--- config.mk ---
export PLATFORM = sky130hd
export DESIGN_NAME = fu_outbuf
export DESIGN_NICKNAME = d
export VERILOG_FILES = /design/src/rtl/fu_outbuf.sv
export SDC_FILE = /design/constraint.sdc
export NUM_CORES = 1
export LEC_CHECK = 0
export ABC_AREA = 1
export CAP_MARGIN = 20
export CORE_ASPECT_RATIO = 0.8
export CORE_MARGIN = 2
export CORE_UTILIZATION = 50
export DETAILED_ROUTE_END_ITERATION = 7
export GPL_TIMING_DRIVEN = 0
export PLACE_DENSITY = 0.78
export SLEW_MARGIN = 20
export SYNTH_ARGS = -nofsm -noshare
export SYNTH_HDL_FRONTEND = slang
export SYNTH_SLANG_ARGS = --single-unit
--- constraint.sdc ---
create_clock -name clk -period 6.4 [get_ports clk]
set_clock_uncertainty 0.15 [all_clocks]
set_input_delay 1.92 -clock clk [delete_from_list [all_inputs] [get_ports clk]]
set_output_delay 1.92 -clock clk [all_outputs]
set_load 0.02 [all_outputs]
--- src/rtl/fu_outbuf.sv ---
// Function-unit result queue: buffers completed results and presents the
// oldest ewd entries to a downstream arbiter, which claims a leading prefix.

package fu_outbuf_pkg;
    typedef struct packed {
        logic [15:0] opid;     // opid[15] marks a live result
        logic [31:0] result;
        logic [4:0]  rd;
        logic        exc;
    } exe_bundle_t;
endpackage

module fu_outbuf
    import fu_outbuf_pkg::*;
#(
    parameter int dep = 4,
    parameter int ewd = 2
) (
    input  logic                  clk,
    input  logic                  rst,
    input  logic                  flush,
    input  logic                  in_valid,
    input  exe_bundle_t           in_bundle,
    output logic                  in_ready,
    output exe_bundle_t [ewd-1:0] fu_resp,
    input  logic [ewd-1:0]        fu_claim
);

    localparam int AW = $clog2(dep);
    localparam int CW = AW + 1;
    localparam logic [CW-1:0] DEP_C = CW'(dep);

    logic [AW-1:0] head_reg;
    logic [AW-1:0] tail_reg;
    logic [CW-1:0] count_reg;
    logic [AW-1:0] head_next;
    logic [AW-1:0] tail_next;
    logic [CW-1:0] count_next;
    exe_bundle_t   entry_mem [dep];

    logic          enq;
    logic [ewd:0]  claim_run;
    logic [CW-1:0] pop_cnt;

    // Ready comes from the registered count only, so a same-cycle pop never
    // frees a slot for an incoming result.
    assign in_ready = (count_reg < DEP_C);
    assign enq      = in_valid & in_ready;

    // claim_run[j+1] is set while slots 0..j are all claimed and occupied;
    // the first gap or empty slot ends the honoured prefix.
    assign claim_run[0] = 1'b1;
    generate
        for (genvar gi = 0; gi < ewd; gi++) begin : g_claim
            assign claim_run[gi+1] = claim_run[gi] & fu_claim[gi]
                                   & (CW'(gi) < count_reg);
        end
    endgenerate

    always_comb begin
        pop_cnt = '0;
        for (int j = 1; j <= ewd; j++) begin
            pop_cnt = pop_cnt + CW'(claim_run[j]);
        end
    end

    assign head_next  = head_reg + AW'(pop_cnt);
    assign tail_next  = tail_reg + AW'(enq);
    assign count_next = count_reg + CW'(enq) - pop_cnt;

    always_ff @(posedge clk) begin
        if (rst || flush) begin
            head_reg  <= '0;
            tail_reg  <= '0;
            count_reg <= '0;
        end else begin
            head_reg  <= head_next;
            tail_reg  <= tail_next;
            count_reg <= count_next;
        end
    end

    // Storage has no reset; occupancy alone decides what is visible.
    always_ff @(posedge clk) begin
        if (!rst && !flush && enq) begin
            entry_mem[tail_reg] <= in_bundle;
        end
    end

    generate
        for (genvar gi = 0; gi < ewd; gi++) begin : g_resp
            assign fu_resp[gi] = (CW'(gi) < count_reg)
                               ? entry_mem[head_reg + AW'(gi)]
                               : '0;
        end
    endgenerate

endmodule

==> results.json, run 1 <==
{
  "yosys.cell_types.count": 25,
  "clockBufferDepth": 3,
  "layout-drive-gt1-share": 0.0772,
  "synth_flop_cell": "edfxtp_1",
  "fp.dieH_um": 139,
  "cpPeakStageDelay_ns": 0.66,
  "cp-start-kind": "flop",
  "drt_iter0_markers": 1189,
  "finalSetupViolations": 0,
  "clk_pin_slew_ns": 0.06,
  "maxClockFrequency_mhz": 208,
  "hp-start": "tail_reg[1]",
  "drc": 0,
  "max-vdd-ir-drop_mv": 0.186,
  "fin_setup_tns_ns": 0,
  "grt_max_degree": 14,
  "wirelength_um": 33700,
  "die_x_um": 173,
  "wire_per_inst_um": 17.5,
  "cts_resized": 0,
  "period_needed_ns": 4.82,
  "synth_largest_area_cell": "edfxtp_1",
  "postLayoutCoreUtil": 0.641,
  "cp-end-kind": "output port",
  "cellPowerDensity_nw_per_um2": 242,
  "worstHoldPathType": "reg -> reg",
  "start_util": 0.509,
  "seq_area_frac_synth": 0.580,
  "yosysMostFrequentCell": "nand2_1",
  "finish.net_count": 1674,
  "h-tree-depth": 1,
  "critical_path_required_ns": 4.33,
  "pin_count": 169,
  "io_buffers": 168,
  "cpMaxStageDelayCell": "clkdlybuf4s50_1",
  "core_area_um2": 22400,
  "yosysTopAreaCellShare": 0.568,
  "grt.overflow.total": 0,
  "area_growth_pct": 25.9,
  "r2r_setup_slack_ns": 3.09,
  "post_cts_buffers": 0,
  "hpwl_um": 23500,
  "synth_edf_count": 216,
  "n_antenna_cell": 0,
  "rr_startpoint": "count_reg[2]",
  "place.gp.congestion": 0.864,
  "path_class": "reg -> out",
  "grt_pass1_wl_um": 52300,
  "crit_fanout": 10,
  "cts_root_buffer": "clkbuf_16",
  "synth_area_leaders": "edfxtp_1 (57%), nand2_1 (25%), a21oi_1 (4.9%)",
  "p_leak_nw": 6.38,
  "min_period_over_period": 0.753,
  "met1Wirelength_um": 13400,
  "synthCells": 1387,
  "drv_slew": 0,
  "insertion_delay_ns": 0.50,
  "dp_cells": 1889,
  "p_total_mw": 3.48,
  "viasPerCell": 5.39,
  "routed-wl-met3_um": 3610,
  "postLayoutCellArea_um2": 14400,
  "synth_area_per_cell_um2": 8.24,
  "drt_first_pass_iters": 6,
  "yosys_warnings": 0,
  "crit_start": "head_reg[1]",
  "ys_ff_latch": 223,
  "dr.max_layer_used": "met4",
  "cts_tree": "built",
  "synth.net_count": 1453,
  "cts_buffers": 23,
  "dr_wl_met2_um": 16000,
  "cp.arrival_ns": 2.75,
  "cts_sinks": 223,
  "ys_async_sr_fraction": 0,
  "postCtsHoldBufs": 0,
  "synth_area_um2": 11400,
  "grtUsageTotal": 0.274,
  "crit_chain": "inv_2, buf_2, clkbuf_1, nand3_1, a21oi_1, clkdlybuf4s50_1",
  "largest_reg_flops": 216,
  "ant_nets": 0,
  "synthTopCellsByCount": "nand2_1 (765), edfxtp_1 (216), inv_1 (120), a21oi_1 (111), nand3_1 (56)",
  "final_hold_viol_count": 0,
  "rsz0062_at_grt": "false",
  "num_vias": 10400,
  "row_count": 49,
  "stdcell_count": 1925,
  "max_cap_viol_count": 0,
  "max_slew.worst_pin.slew_ns": 0.832,
  "antenna_found_initial": 1,
  "grt_pass1_vias": 9957,
  "outcome": "completed",
  "dpl_cell_area_um2": 13700,
  "slew-limit-headroom": 0.442,
  "die_area_um2": 24100
}
[routing by layer]
metal / up-vias / GRT usage
met5: - / 0
met4: 0 / 0.0749
met3: 62 / 0.0522
met1: 4900 / 0.367
li1: 4827 / -
met2: 586 / 0.461
[cells by family (layout without fill, tap and decap cells)]
logic type | Yosys count | after routing | synth area share
compound gates | 112 | 112 | 0.0490
xor+xnor | 2 | 2 | 0.00153
fa+ha+maj | 6 | 6 | 0.00723
buf+inv | 203 | 435 | 0.0772
flops | 223 | 223 | 0.580
simple gates | 841 | 841 | 0.285
[critical path: cells and delay by family, from the launching register on]
| family | cells | cell delay [ns] |
|---|---|---|
| and+or+nand+nor | 1 | 0.15 |
| AOI/OAI and AO/OA | 1 | 0.28 |
| buffers and inverters | 4 | 1.49 |
| DFF | 1 | 0.33 |
[layout by cell type (no fill, tap or decap), types with 10 or more instances in the layout]
cell and instances:
nor2_1 11, buf_2 50, inv_1 120, a21oi_1 111, buf_6 10, edfxtp_1 216, clkbuf_1 18, clkdlybuf4s50_1 168
buf_4 27, nand2_1 765, nand3_1 56, clkbuf_16 23
[layout make-up]
type | count | area, um2
fill | 1867 | 8050
sequential | 223 | 6630
multi-input combinational | 961 | 3940
timing repair buffer | 196 | 1910
clock buffer | 26 | 587
inverter | 122 | 458
buffer | 81 | 424
tap | 306 | 383
clock inverter | 10 | 66.3
[path summary, 6_finish.rpt]
path	end	cells after the start
max	fu_resp[23]	6
max reg2reg	count_reg[2]	12
min reg2reg	tail_reg[1]	2
min	tail_reg[1]	2
[through the flow]
step,setup slack (ns),hold WS [ns]
global placement,-4.10,0.390
detailed placement,1.66,0.422
finish,1.58,0.437
CTS,1.60,0.433
floorplan,-0.250,0.370
global route,1.46,0.464
[where the power goes]
group / internal, mW / total (mW) / switching [mW] / leakage, nW
Combinational: 0.243 / 0.638 / 0.395 / 4.05
Clock: 0.687 / 1.21 / 0.527 / 0.320
Sequential: 1.62 / 1.63 / 0.0100 / 2.01
(Power assumes the default switching activity.)
==> run 2, diff against run 1 <==
- clock period: 6.4 -> 4.4 ns (I/O delays scaled with it)
==> results.json, run 2 (synthesized netlist as in run 1, its figures left out) <==
{
  "outcome": "completed",
  "min_period_over_period": 0.965,
  "grt_pass1_vias": 10100,
  "ant_nets": 0,
  "row_count": 49,
  "sw_frac_of_total": 0.265,
  "cp.arrival_ns": 2.77,
  "layout-drive-gt1-share": 0.0732,
  "grt_pass1_wl_um": 52700,
  "core_area_um2": 22400,
  "n_fill_cell": 1774,
  "p_total_mw": 5.22,
  "area_growth_pct": 26.9,
  "final_hold_viol_count": 0,
  "comb_power_share": 0.179,
  "p_leak_nw": 6.39,
  "multi_input_area_um2": 3970,
  "max-vdd-ir-drop_mv": 0.301,
  "largest_reg_flops": 216,
  "pin_count": 169,
  "grtUsageTotal": 0.279,
  "wire_per_inst_um": 17.9,
  "path_class": "reg -> out",
  "critical_path_required_ns": 2.93,
  "rr_worst_depth": 12,
  "drc": 0,
  "crit_chain": "inv_2, buf_2, buf_1, nand3_1, a21oi_1, clkdlybuf4s50_1",
  "internal_power_mw": 3.84,
  "io_buffers": 168,
  "h-tree-depth": 1,
  "mostFrequentLayoutCell": "nand2_1",
  "cp-end-kind": "output port",
  "seqPwrFrac": 0.454,
  "cts_resized": 0,
  "drt_first_pass_iters": 6,
  "start_util": 0.509,
  "cellPowerDensity_nw_per_um2": 360,
  "register_area_um2": 6630,
  "maxClockFrequency_mhz": 236,
  "die_x_um": 173,
  "crit_fanout": 10,
  "n_antenna_cell": 0,
  "finish.net_count": 1662,
  "cts_tree": "built",
  "fp.dieH_um": 139,
  "clk_pin_slew_ns": 0.06,
  "drv_slew": 0,
  "cpMaxStageDelayCell": "clkdlybuf4s50_1",
  "finalSetupViolations": 0,
  "cp-start-kind": "flop",
  "clockBufferDepth": 3,
  "grt.overflow.total": 0,
  "wirelength_um": 34400,
  "cts_root_buffer": "clkbuf_16",
  "mostFrequentLayoutCells": "nand2_1 (765), edfxtp_1 (216), clkdlybuf4s50_1 (168), inv_1 (120), a21oi_1 (111)",
  "dp_cells": 1877,
  "cpPeakStageDelay_ns": 0.67,
  "holdPathStages": 2,
  "hpwl_um": 23200,
  "insertion_delay_ns": 0.50,
  "p_sw_mw": 1.38,
  "post_cts_buffers": 0,
  "antenna_found_initial": 0,
  "drt_iter0_markers": 1322,
  "postCtsHoldBufs": 0,
  "grt_max_degree": 16,
  "worstHoldPathType": "reg -> reg",
  "die_area_um2": 24100,
  "cts_sinks": 223,
  "num_vias": 10400,
  "stdcell_count": 1918,
  "place.gp.congestion": 0.859,
  "slew-limit-headroom": 0.449,
  "rsz0062_at_grt": "false",
  "cts_buffers": 23,
  "max_cap_viol_count": 0,
  "max_slew.worst_pin.slew_ns": 0.824,
  "period_needed_ns": 4.24,
  "clock_power_share": 0.367,
  "viasPerCell": 5.41
}
==> run 2: cell types whose count changed in the layout (fill, tap and decap cells not counted), sizes merged <==
cell,previous run,this run
buf,93,81
clkbuf,42,48
clkinv,9,7
bufinv,1,2
==> run 2: final cells by class <==
class | count | share of cell area
plain buffers | 81 | 0.0293
clock buffers | 32 | 0.0441
clock inverters | 9 | 0.00621
inverters | 122 | 0.0316
multi-input cells | 961 | 0.273
flip-flops and latches | 223 | 0.457
well taps | 306 | 0.0264
repair buffers | 184 | 0.132
==> run 2: power groups by stage <==
| stage | registers [mW] | clock network [mW] | logic [mW] |
|---|---|---|---|
| 2_1_floorplan | 2.42 | 0 | 0.472 |
| 3_3_place_gp | 2.42 | 0 | 0.900 |
| 3_5_place_dp | 2.42 | 0 | 0.922 |
| 4_1_cts | 2.37 | 1.92 | 0.929 |
| 5_1_grt | 2.37 | 1.99 | 0.997 |
| 6_report | 2.37 | 1.91 | 0.935 |
==> run 2: worst paths after layout <==
kind                                     end  slack [ns]         start
worst max-delay path             fu_resp[42]        0.16   head_reg[1]
worst min-delay path             tail_reg[1]        0.49   tail_reg[1]
worst max register to register  count_reg[2]        1.14  count_reg[2]
worst min register to register   tail_reg[1]        0.49   tail_reg[1]
==> run 2: layer usage <==
layer  GRT usage  vias up  part of all wire
met5           0        -                 0
met4      0.0914        0             0.026
met3      0.0445       86              0.11
met2       0.456      662              0.46
met1       0.383     4821              0.40
li1            -     4810                 -
==> run 2: critical path, delay by kind of cell, from the launching register on <==
| kind | cells | cell delay (ns) |
|---|---|---|
| buffers and inverters | 4 | 1.50 |
| AO/OA/AOI/OAI | 1 | 0.29 |
| flip-flops | 1 | 0.33 |
| AND/OR/NAND/NOR | 1 | 0.15 |
==> run 2: metrics by stage <==
stage | setup TNS, ns | hold WS [ns] | cell area, um2 | setup WS (ns) | utilization
after floorplan | -9.42 | 0.391 | 11400 | -0.0436 | -
after detailed placement | 0 | 0.469 | 13800 | 0.373 | 0.614
final | 0 | 0.492 | 14500 | 0.156 | 0.646
after global routing | 0 | 0.546 | 14500 | 0.0573 | 0.646
after global placement | -501.23 | 0.415 | 13500 | -2.47 | 0.602
after CTS | 0 | 0.488 | 14500 | 0.207 | 0.646
